**config.mk**
```make
export PLATFORM = sky130hd
export DESIGN_NAME = control_unit
export DESIGN_NICKNAME = d
export VERILOG_FILES = /design/src/rtl/cpu_pkg.sv /design/src/rtl/ctrl_decode.sv /design/src/rtl/control_unit.sv
export SDC_FILE = /design/constraint.sdc
export NUM_CORES = 1
export LEC_CHECK = 0
export BUFFER_PORTS_ARGS = -buffer_cell sky130_fd_sc_hd__buf_2
export CORE_MARGIN = 3
export CORE_UTILIZATION = 45
export DETAILED_ROUTE_END_ITERATION = 8
export PLACE_DENSITY = 0.76
export SLEW_MARGIN = 0
export SYNTH_ARGS = -nofsm -noshare
export SYNTH_HDL_FRONTEND = slang
export SYNTH_SLANG_ARGS = --single-unit
```
**constraint.sdc**
```tcl
create_clock -name i_clk -period 1.8 [get_ports i_clk]
set_clock_uncertainty 0.15 [all_clocks]
set_input_delay 0.18 -clock i_clk [delete_from_list [all_inputs] [get_ports i_clk]]
set_output_delay 0.18 -clock i_clk [all_outputs]
set_load 0.005 [all_outputs]
```
**src/rtl/cpu_pkg.sv**
```systemverilog
// Shared definitions for the 8-bit processor control path.
package cpu_pkg;

  localparam int unsigned INSTR_W = 32;
  localparam int unsigned OPC_W   = 8;
  localparam int unsigned ADDR_W  = 3;
  localparam int unsigned DATA_W  = 8;
  localparam int unsigned ALUOP_W = 3;
  localparam int unsigned SHT_W   = 2;
  localparam int unsigned CNT_W   = 3;

  // EXEC-phase cycle counts per operation class
  localparam int unsigned LAT_FWD   = 1;
  localparam int unsigned LAT_ADD   = 2;
  localparam int unsigned LAT_LOGIC = 1;
  localparam int unsigned LAT_MUL   = 3;
  localparam int unsigned LAT_SHIFT = 3;

  localparam logic [OPC_W-1:0] OP_LOADI = 8'h00;
  localparam logic [OPC_W-1:0] OP_MOV   = 8'h01;
  localparam logic [OPC_W-1:0] OP_ADD   = 8'h02;
  localparam logic [OPC_W-1:0] OP_SUB   = 8'h03;
  localparam logic [OPC_W-1:0] OP_AND   = 8'h04;
  localparam logic [OPC_W-1:0] OP_OR    = 8'h05;
  localparam logic [OPC_W-1:0] OP_J     = 8'h06;
  localparam logic [OPC_W-1:0] OP_BEQ   = 8'h07;
  localparam logic [OPC_W-1:0] OP_BNE   = 8'h08;
  localparam logic [OPC_W-1:0] OP_MULT  = 8'h09;
  localparam logic [OPC_W-1:0] OP_SLL   = 8'h0A;
  localparam logic [OPC_W-1:0] OP_SRL   = 8'h0B;
  localparam logic [OPC_W-1:0] OP_SRA   = 8'h0C;
  localparam logic [OPC_W-1:0] OP_ROR   = 8'h0D;

  localparam logic [ALUOP_W-1:0] ALU_FWD   = 3'b000;
  localparam logic [ALUOP_W-1:0] ALU_ADD   = 3'b001;
  localparam logic [ALUOP_W-1:0] ALU_AND   = 3'b010;
  localparam logic [ALUOP_W-1:0] ALU_OR    = 3'b011;
  localparam logic [ALUOP_W-1:0] ALU_MUL   = 3'b100;
  localparam logic [ALUOP_W-1:0] ALU_SHIFT = 3'b101;

  localparam logic [SHT_W-1:0] SH_SLL = 2'b00;
  localparam logic [SHT_W-1:0] SH_SRL = 2'b01;
  localparam logic [SHT_W-1:0] SH_SRA = 2'b10;
  localparam logic [SHT_W-1:0] SH_ROR = 2'b11;

  typedef enum logic [1:0] {
    ST_IDLE   = 2'd0,
    ST_EXEC   = 2'd1,
    ST_COMMIT = 2'd2
  } state_t;

  typedef enum logic [1:0] {
    BR_NONE = 2'd0,
    BR_JUMP = 2'd1,
    BR_EQ   = 2'd2,
    BR_NE   = 2'd3
  } br_kind_t;

  typedef struct packed {
    logic [ALUOP_W-1:0] aluop;
    logic               imm_sel;
    logic               neg_sel;
    logic               is_write;
    logic               is_branch;
    br_kind_t           branch_kind;
    logic               illegal;
    logic [SHT_W-1:0]   sh_type;
    logic [CNT_W-1:0]   latency;
  } dec_t;

  // A zero latency would underflow the counter, so it is promoted to one cycle.
  function automatic logic [CNT_W-1:0] lat_cnt(input int unsigned lat);
    return (lat == 0) ? CNT_W'(1) : CNT_W'(lat);
  endfunction

endpackage

```
**src/rtl/ctrl_decode.sv**
```systemverilog
// Combinational opcode lookup: ALU select, operand controls, commit kind, latency.
module ctrl_decode
  import cpu_pkg::*;
(
  input  logic [OPC_W-1:0] i_opcode,
  output dec_t             o_dec
);

  // Opcode table; anything not listed is flagged illegal with a one-cycle EXEC.
  always_comb begin
    o_dec             = '0;
    o_dec.aluop       = ALU_FWD;
    o_dec.branch_kind = BR_NONE;
    o_dec.sh_type     = SH_SLL;
    o_dec.latency     = CNT_W'(1);
    case (i_opcode)
      OP_LOADI: begin
        o_dec.imm_sel  = 1'b1;
        o_dec.is_write = 1'b1;
        o_dec.latency  = lat_cnt(LAT_FWD);
      end
      OP_MOV: begin
        o_dec.is_write = 1'b1;
        o_dec.latency  = lat_cnt(LAT_FWD);
      end
      OP_ADD: begin
        o_dec.aluop    = ALU_ADD;
        o_dec.is_write = 1'b1;
        o_dec.latency  = lat_cnt(LAT_ADD);
      end
      OP_SUB: begin
        o_dec.aluop    = ALU_ADD;
        o_dec.neg_sel  = 1'b1;
        o_dec.is_write = 1'b1;
        o_dec.latency  = lat_cnt(LAT_ADD);
      end
      OP_AND: begin
        o_dec.aluop    = ALU_AND;
        o_dec.is_write = 1'b1;
        o_dec.latency  = lat_cnt(LAT_LOGIC);
      end
      OP_OR: begin
        o_dec.aluop    = ALU_OR;
        o_dec.is_write = 1'b1;
        o_dec.latency  = lat_cnt(LAT_LOGIC);
      end
      OP_J: begin
        o_dec.is_branch   = 1'b1;
        o_dec.branch_kind = BR_JUMP;
        o_dec.latency     = lat_cnt(LAT_FWD);
      end
      OP_BEQ: begin
        o_dec.aluop       = ALU_ADD;
        o_dec.neg_sel     = 1'b1;
        o_dec.is_branch   = 1'b1;
        o_dec.branch_kind = BR_EQ;
        o_dec.latency     = lat_cnt(LAT_ADD);
      end
      OP_BNE: begin
        o_dec.aluop       = ALU_ADD;
        o_dec.neg_sel     = 1'b1;
        o_dec.is_branch   = 1'b1;
        o_dec.branch_kind = BR_NE;
        o_dec.latency     = lat_cnt(LAT_ADD);
      end
      OP_MULT: begin
        o_dec.aluop    = ALU_MUL;
        o_dec.is_write = 1'b1;
        o_dec.latency  = lat_cnt(LAT_MUL);
      end
      OP_SLL: begin
        o_dec.aluop    = ALU_SHIFT;
        o_dec.imm_sel  = 1'b1;
        o_dec.is_write = 1'b1;
        o_dec.sh_type  = SH_SLL;
        o_dec.latency  = lat_cnt(LAT_SHIFT);
      end
      OP_SRL: begin
        o_dec.aluop    = ALU_SHIFT;
        o_dec.imm_sel  = 1'b1;
        o_dec.is_write = 1'b1;
        o_dec.sh_type  = SH_SRL;
        o_dec.latency  = lat_cnt(LAT_SHIFT);
      end
      OP_SRA: begin
        o_dec.aluop    = ALU_SHIFT;
        o_dec.imm_sel  = 1'b1;
        o_dec.is_write = 1'b1;
        o_dec.sh_type  = SH_SRA;
        o_dec.latency  = lat_cnt(LAT_SHIFT);
      end
      OP_ROR: begin
        o_dec.aluop    = ALU_SHIFT;
        o_dec.imm_sel  = 1'b1;
        o_dec.is_write = 1'b1;
        o_dec.sh_type  = SH_ROR;
        o_dec.latency  = lat_cnt(LAT_SHIFT);
      end
      default: begin
        o_dec.illegal = 1'b1;
      end
    endcase
  end

endmodule

```
**src/rtl/control_unit.sv**
```systemverilog
// Multi-cycle decoder/sequencer: accept, hold decoded controls through EXEC, commit once.
module control_unit
  import cpu_pkg::*;
(
  input  logic               i_clk,
  input  logic               i_reset,
  input  logic [INSTR_W-1:0] i_instr,
  input  logic               i_instr_valid,
  output logic               o_instr_ready,
  input  logic               i_zero,
  output logic [ALUOP_W-1:0] o_aluop,
  output logic [ADDR_W-1:0]  o_read_addr1,
  output logic [ADDR_W-1:0]  o_read_addr2,
  output logic [ADDR_W-1:0]  o_write_addr,
  output logic [DATA_W-1:0]  o_imm,
  output logic               o_imm_sel,
  output logic               o_neg_sel,
  output logic               o_write_en,
  output logic               o_branch_taken,
  output logic [DATA_W-1:0]  o_branch_offset,
  output logic               o_busy,
  output logic               o_illegal
);

  state_t             r_state;
  logic [CNT_W-1:0]   r_cnt;
  logic               r_instr_ready;
  logic               r_busy;
  logic [ALUOP_W-1:0] r_aluop;
  logic [ADDR_W-1:0]  r_read_addr1;
  logic [ADDR_W-1:0]  r_read_addr2;
  logic [ADDR_W-1:0]  r_write_addr;
  logic [DATA_W-1:0]  r_imm;
  logic               r_imm_sel;
  logic               r_neg_sel;
  logic [DATA_W-1:0]  r_branch_offset;
  logic               r_is_write;
  logic               r_illegal_op;
  br_kind_t           r_branch_kind;
  logic               r_write_en;
  logic               r_illegal;

  dec_t               w_dec;
  logic               w_accept;
  logic [DATA_W-1:0]  w_imm;
  logic               w_branch_taken;
  logic               w_unused_instr;

  ctrl_decode u_decode (
    .i_opcode (i_instr[31:24]),
    .o_dec    (w_dec)
  );

  // Source-register field bits above the 3-bit address are not used.
  assign w_unused_instr = ^i_instr[15:11];

  assign w_accept = r_instr_ready & i_instr_valid;

  // Shifts carry {type, amount} in the immediate; everything else passes INSTR[7:0].
  assign w_imm = (w_dec.aluop == ALU_SHIFT)
               ? {2'b00, w_dec.sh_type, i_instr[3:0]}
               : i_instr[7:0];

  // The branch decision needs the ALU flag as it stands in COMMIT, so it is gated live.
  assign w_branch_taken = (r_state == ST_COMMIT) &&
                          ((r_branch_kind == BR_JUMP) ||
                           ((r_branch_kind == BR_EQ) &&  i_zero) ||
                           ((r_branch_kind == BR_NE) && !i_zero));

  // Sequencer FSM, latency counter and registered decode/strobe outputs.
  always_ff @(posedge i_clk) begin
    if (i_reset) begin
      r_state         <= ST_IDLE;
      r_cnt           <= '0;
      r_instr_ready   <= 1'b0;
      r_busy          <= 1'b0;
      r_aluop         <= '0;
      r_read_addr1    <= '0;
      r_read_addr2    <= '0;
      r_write_addr    <= '0;
      r_imm           <= '0;
      r_imm_sel       <= 1'b0;
      r_neg_sel       <= 1'b0;
      r_branch_offset <= '0;
      r_is_write      <= 1'b0;
      r_illegal_op    <= 1'b0;
      r_branch_kind   <= BR_NONE;
      r_write_en      <= 1'b0;
      r_illegal       <= 1'b0;
    end else begin
      r_write_en <= 1'b0;
      r_illegal  <= 1'b0;
      case (r_state)
        ST_IDLE: begin
          if (w_accept) begin
            r_state         <= ST_EXEC;
            r_cnt           <= w_dec.latency;
            r_instr_ready   <= 1'b0;
            r_busy          <= 1'b1;
            r_aluop         <= w_dec.aluop;
            r_read_addr1    <= i_instr[10:8];
            r_read_addr2    <= i_instr[2:0];
            r_write_addr    <= i_instr[18:16];
            r_imm           <= w_imm;
            r_imm_sel       <= w_dec.imm_sel;
            r_neg_sel       <= w_dec.neg_sel;
            r_branch_offset <= i_instr[23:16];
            r_is_write      <= w_dec.is_write;
            r_illegal_op    <= w_dec.illegal;
            r_branch_kind   <= w_dec.is_branch ? w_dec.branch_kind : BR_NONE;
          end else begin
            r_instr_ready <= 1'b1;
          end
        end
        ST_EXEC: begin
          if (r_cnt <= CNT_W'(1)) begin
            r_state    <= ST_COMMIT;
            r_cnt      <= '0;
            r_write_en <= r_is_write;
            r_illegal  <= r_illegal_op;
          end else begin
            r_cnt <= r_cnt - CNT_W'(1);
          end
        end
        ST_COMMIT: begin
          r_state       <= ST_IDLE;
          r_instr_ready <= 1'b1;
          r_busy        <= 1'b0;
        end
        default: begin
          r_state       <= ST_IDLE;
          r_cnt         <= '0;
          r_instr_ready <= 1'b0;
          r_busy        <= 1'b0;
        end
      endcase
    end
  end

  assign o_instr_ready   = r_instr_ready;
  assign o_busy          = r_busy;
  assign o_aluop         = r_aluop;
  assign o_read_addr1    = r_read_addr1;
  assign o_read_addr2    = r_read_addr2;
  assign o_write_addr    = r_write_addr;
  assign o_imm           = r_imm;
  assign o_imm_sel       = r_imm_sel;
  assign o_neg_sel       = r_neg_sel;
  assign o_branch_offset = r_branch_offset;
  assign o_write_en      = r_write_en;
  assign o_illegal       = r_illegal;
  assign o_branch_taken  = w_branch_taken;

endmodule

```
Word-level counts from Yosys, hierarchy flattened:

Index checks and enable logic that the tools add are counted.
Widths: inputs -> output; s select.

* $add $sub $neg: 1
* $lt $le $gt $ge: 1
* equality and inequality tests: 21
* muxes and demuxes: 20
* bitwise operators: 4
* reduce and logical (&&, ||, !) cells: 20

Operators with widths (number)
* $eq 8x4->1 const B: 6
* $eq 8x3->1 const B: 4
* $pmux 3 s3: 2
* $eq 8x2->1 const B: 2
* $pmux 3 s5: 1
* $reduce_or 14->1: 1
* $reduce_or 11->1: 1
* $reduce_or 5->1: 2
* $eq 8x1->1 const B: 1
* $logic_not 8->1: 1
* $mux 8: 1
* $pmux 2 s2: 2
* $reduce_and 2->1: 4
* $reduce_or 4->1: 2
* $eq 2x2->1 const B: 3
* $mux 1: 6
* $mux 2: 3
* $mux 3: 2
* $pmux 2 s3: 1
* $reduce_or 3->1: 2
* $eq 2x1->1 const B: 2
* $ne 2x2->1 const B: 2
* $eq 3x3->1 const B: 1
* $le 3x1->1 const B: 1
* 9 further kinds: 14

* flip-flop bits (word level): 43
* logic and storage cells: 84

Logic depth before layout (Yosys ltp):

* word-level depth: 5
* gate-level depth with buffers: 6
* depth with buffers taken out: 6

Hierarchy:

From an unflattened synthesis, not the netlist that was laid out.

* cell total of the unflattened synthesis: 173
* area, all modules: 1744.2 um^2

By module, submodules not included
* control_unit: times used 1, cells each 127, area an instance 1462.7 um^2, seq. area each 740.7 um^2
* ctrl_decode: times used 1, cells each 46, area an instance 281.5 um^2, seq. area each 0.0 um^2

Least setup slack after synthesis:

Ideal clock, no wire load.

* kind: flip-flop to flip-flop
* start point: register r_cnt[1]
* end point: register r_cnt[2]
* arrival: 1409 ps
* data required time: 1580 ps
* setup slack: 170 ps
* stages on the path, launching flop included: 7
* clock period less this slack: 1630 ps
* path through: dfxtp_1 > inv_1 > ha_1 > o21ba_1 > o21bai_1 > or4b_1 > a21oi_1

* word-level cells in the longest chain between the ends: 3

Ends and longest elaborated chain
* start, declared: line control_unit.sv:26 `logic [CNT_W-1:0] r_cnt;`
* start signal, assigned: line control_unit.sv:97 `r_cnt <= w_dec.latency;`
* start signal, assigned: line control_unit.sv:122 `r_cnt <= r_cnt - CNT_W'(1);`
* $sub 3x1->3 or $le 3x1->1 (tied branches): line control_unit.sv:122, control_unit.sv:116
* $mux 3 *: line control_unit.sv:116 `if (r_cnt <= CNT_W'(1)) begin`
* $pmux 3 s3 *: line control_unit.sv:93 `case (r_state)`

Mark *: on every way between the ends. The rest lies on a longest branch, timed or not.
A chain may end at the register's enable or synchronous reset.

Worst setup path in the final report:

Ends and elaborated chain as after synthesis.

==> metrics.txt <==
Syn Std Cell Area between 1500 and 2000 sq um; # setup viols final 0; antenna violations before repair 0; post-synth cell types 42; filler instances 285; Synth Area in Adders 1.515%; mux cell area share after synthesis 1.212%; Initial Util a little under half; Via-to-Cell Ratio about 5.0; top cells by area, synth dfxtp_1 45%, a21oi_1 11%, nand2_1 9.3%; Die Height around 67 um; flops & latches, synth 37; total CTS buffers 5; cell type with the largest total area after synthesis dfxtp_1; CP endpoint kind flop; Clock Pin Slew Worst Setup and Hold Paths ~0.070 ns; sequential-to-total area share from yosys stat 44.85%; Post-Route Setup TNS 0 ns; final hold slack just over 0.09 ns; Warnings, synthesis 0; drt total wl 4.082 mm; Power Dens Cells around 820 nW/um^2; f_max a little under 0.6 GHz; Clock Sinks 37; Multi-input gate area roughly 790 sq um; Crit Path Class reg -> reg; nets@finish 320; Synth Area in Compound Gates about a fifth; fraction of registers with async set/reset 0%; Slew HR between 60% and 70%; Synth Instances 205; routability congestion estimate from global placement 0.7735; largest net degree at the start of global routing 20; Post-synth EDFFs 0; status finished, final reports clean; Worst Hold Class in -> reg; Routed Antenna Nets 0; Worst VDD drop just over 0.0004 V; Worst Path Max Fanout 4; Die X between 60 and 70 um; gr usage total 19.36%; most instantiated library cell after synthesis nand2_1; first-pass GRT wire length about 6.6 mm; Pwr Total 1.887 mW; Net Count, Synth 243; Pre-antenna DRT Iters 4; Post-Syn Area per Cell 8.057 sq um; Slew Limit Fails 0; FF+latch area 742.0 sq um; Pleak 1.011 nW; Fin. Hold Viols 0; clock latency on the worst-skew pair approximately 0.29 ns; # diodes 0; number of global-route vias before repair 1487; Synth top area share around 45%; die area 4433 sq um; Synth Area in Simple Gates between 20% and 30%; H-tree Lvls 2; worst slew pin tran 0.5149 ns; Max-Cap Viols 0; Rows 21; via count 1643; DR iter-0 viols between 70 and 80; post-synthesis xor/xnor area fraction under 10%; predominant post-synthesis flop cell dfxtp_1; Post-DP HPWL 2.678 mm; CTS tree built; most common library cells after synthesis 41 x nand2_1, 37 x dfxtp_1, 35 x a21oi_1; Overflow after GRT 0; DR WL/cell around 12 um; clock root buffer clkbuf_8; CP startpoint kind flop; CP arrival 1.79 ns; Buffers on Ports 65; fin crit period roughly 1.7 ns; Req. time, crit path approximately 1.9 ns; fraction of layout cells with a size suffix above 1 30.04%; Period Utilization, post-route 95.40%; area added between synthesis and finish 39.24%; IO Count just over 70; Core Area between 3000 and 4000 sq um; unrepaired setup endpoints after global routing no; Max Root-Sink Buffers 2; largest family of logic cells by synthesized area simple AND/OR/NAND/NOR gates; DRC Markers 0
-- path summary, 6_finish.rpt --
check | slack, ns | cells past startpoint | end | start
setup / recovery | 0.08 | 6 | r_cnt[2] | r_cnt[1]
hold / removal | 0.09 | 3 | o_imm[4] | i_instr[4]
setup reg to reg | 0.08 | 6 | r_cnt[2] | r_cnt[1]
hold reg to reg | 0.30 | 2 | o_imm[6] | o_imm[6]
-- state kept, by name, summed over array words and instances (netlist names), 2 cells and up --
signal and flops:
o_branch_offset 6, o_imm 6, o_aluop 3, o_read_addr1 3
r_cnt 3, o_read_addr2 2, o_write_addr 2, r_branch_kind 2
r_state 2
-- worst max-delay path: stages (launching register included) --
cell and delay [ns]:
dfxtp_2 0.34, inv_1 0.05, ha_1 0.16, o21ba_1 0.25, o21bai_2 0.09, or4b_1 0.48
a21oi_1 0.13
-- layout by cell type (no fill, tap or decap), types with 2 or more instances in the layout --
cell	instances
or3_1	2
ha_1	2
buf_2	65
mux2i_1	2
o21ai_1	2
nor2b_1	2
nor3_1	3
nand3_1	6
nand2b_1	9
a211oi_1	3
nand2_1	41
dfxtp_1	36
buf_4	8
clkbuf_8	6
dlygate4sd3_1	17
a31oi_1	2
and2_1	3
a21oi_1	35
nor2_1	7
a211o_1	2
nor4_1	2
inv_1	3
-- logic make-up after synthesis --
group                    Yosys count
adder cells (fa/ha/maj)            2
flip-flops                        37
AND/OR/NAND/NOR                   83
buffers and inverters             25
XOR/XNOR                           2
multiplexers                       2
AO/OA/AOI/OAI                     54
-- timing repair --
action | 4_1_cts | 5_1_grt
gates resized for setup | 0 | 2
setup endpoints to repair | 0 | 1
hold buffers | 17 | 0
setup buffers | 0 | 0
endpoints found under the hold margin | 17 | 0
-- where the power goes --
| part | switching [mW] | total, mW | internal (mW) |
|---|---|---|---|
| logic | 0.136 | 0.273 | 0.137 |
| registers | 0.0198 | 0.872 | 0.853 |
| clock network | 0.290 | 0.741 | 0.452 |
| total | 0.446 | 1.89 | 1.44 |
-- area by class of cell --
type / instances / area share (%)
Tap cell: 46 / 2.503
Clock inverter: 1 / 1.306
Sequential cell: 37 / 32.26
Inverter: 4 / 0.6529
Clock buffer: 7 / 3.754
Timing Repair Buffer: 91 / 25.03
Multi-Input combinational cell: 143 / 34.49
-- metal layers --
layer	global-route usage [%]	share of wire, %
met1	22.51	44
met2	32.43	48
met3	6.408	6.6
met4	7.868	0.76
met5	0	0
-- per-stage QoR --
step	setup WS (ns)	cell area, sq um	util [%]	cells
final	0.08278	2300	66.81	329
after global routing	0.005492	2300	66.81	329
after CTS	0.04694	2295	66.67	329
after detailed placement	0.04916	2008	58.34	304
after global placement	0.06949	2008	58.34	304
after floorplan	0.1704	1652	-	205
Note: power is estimated with default switching activity, not from simulation.
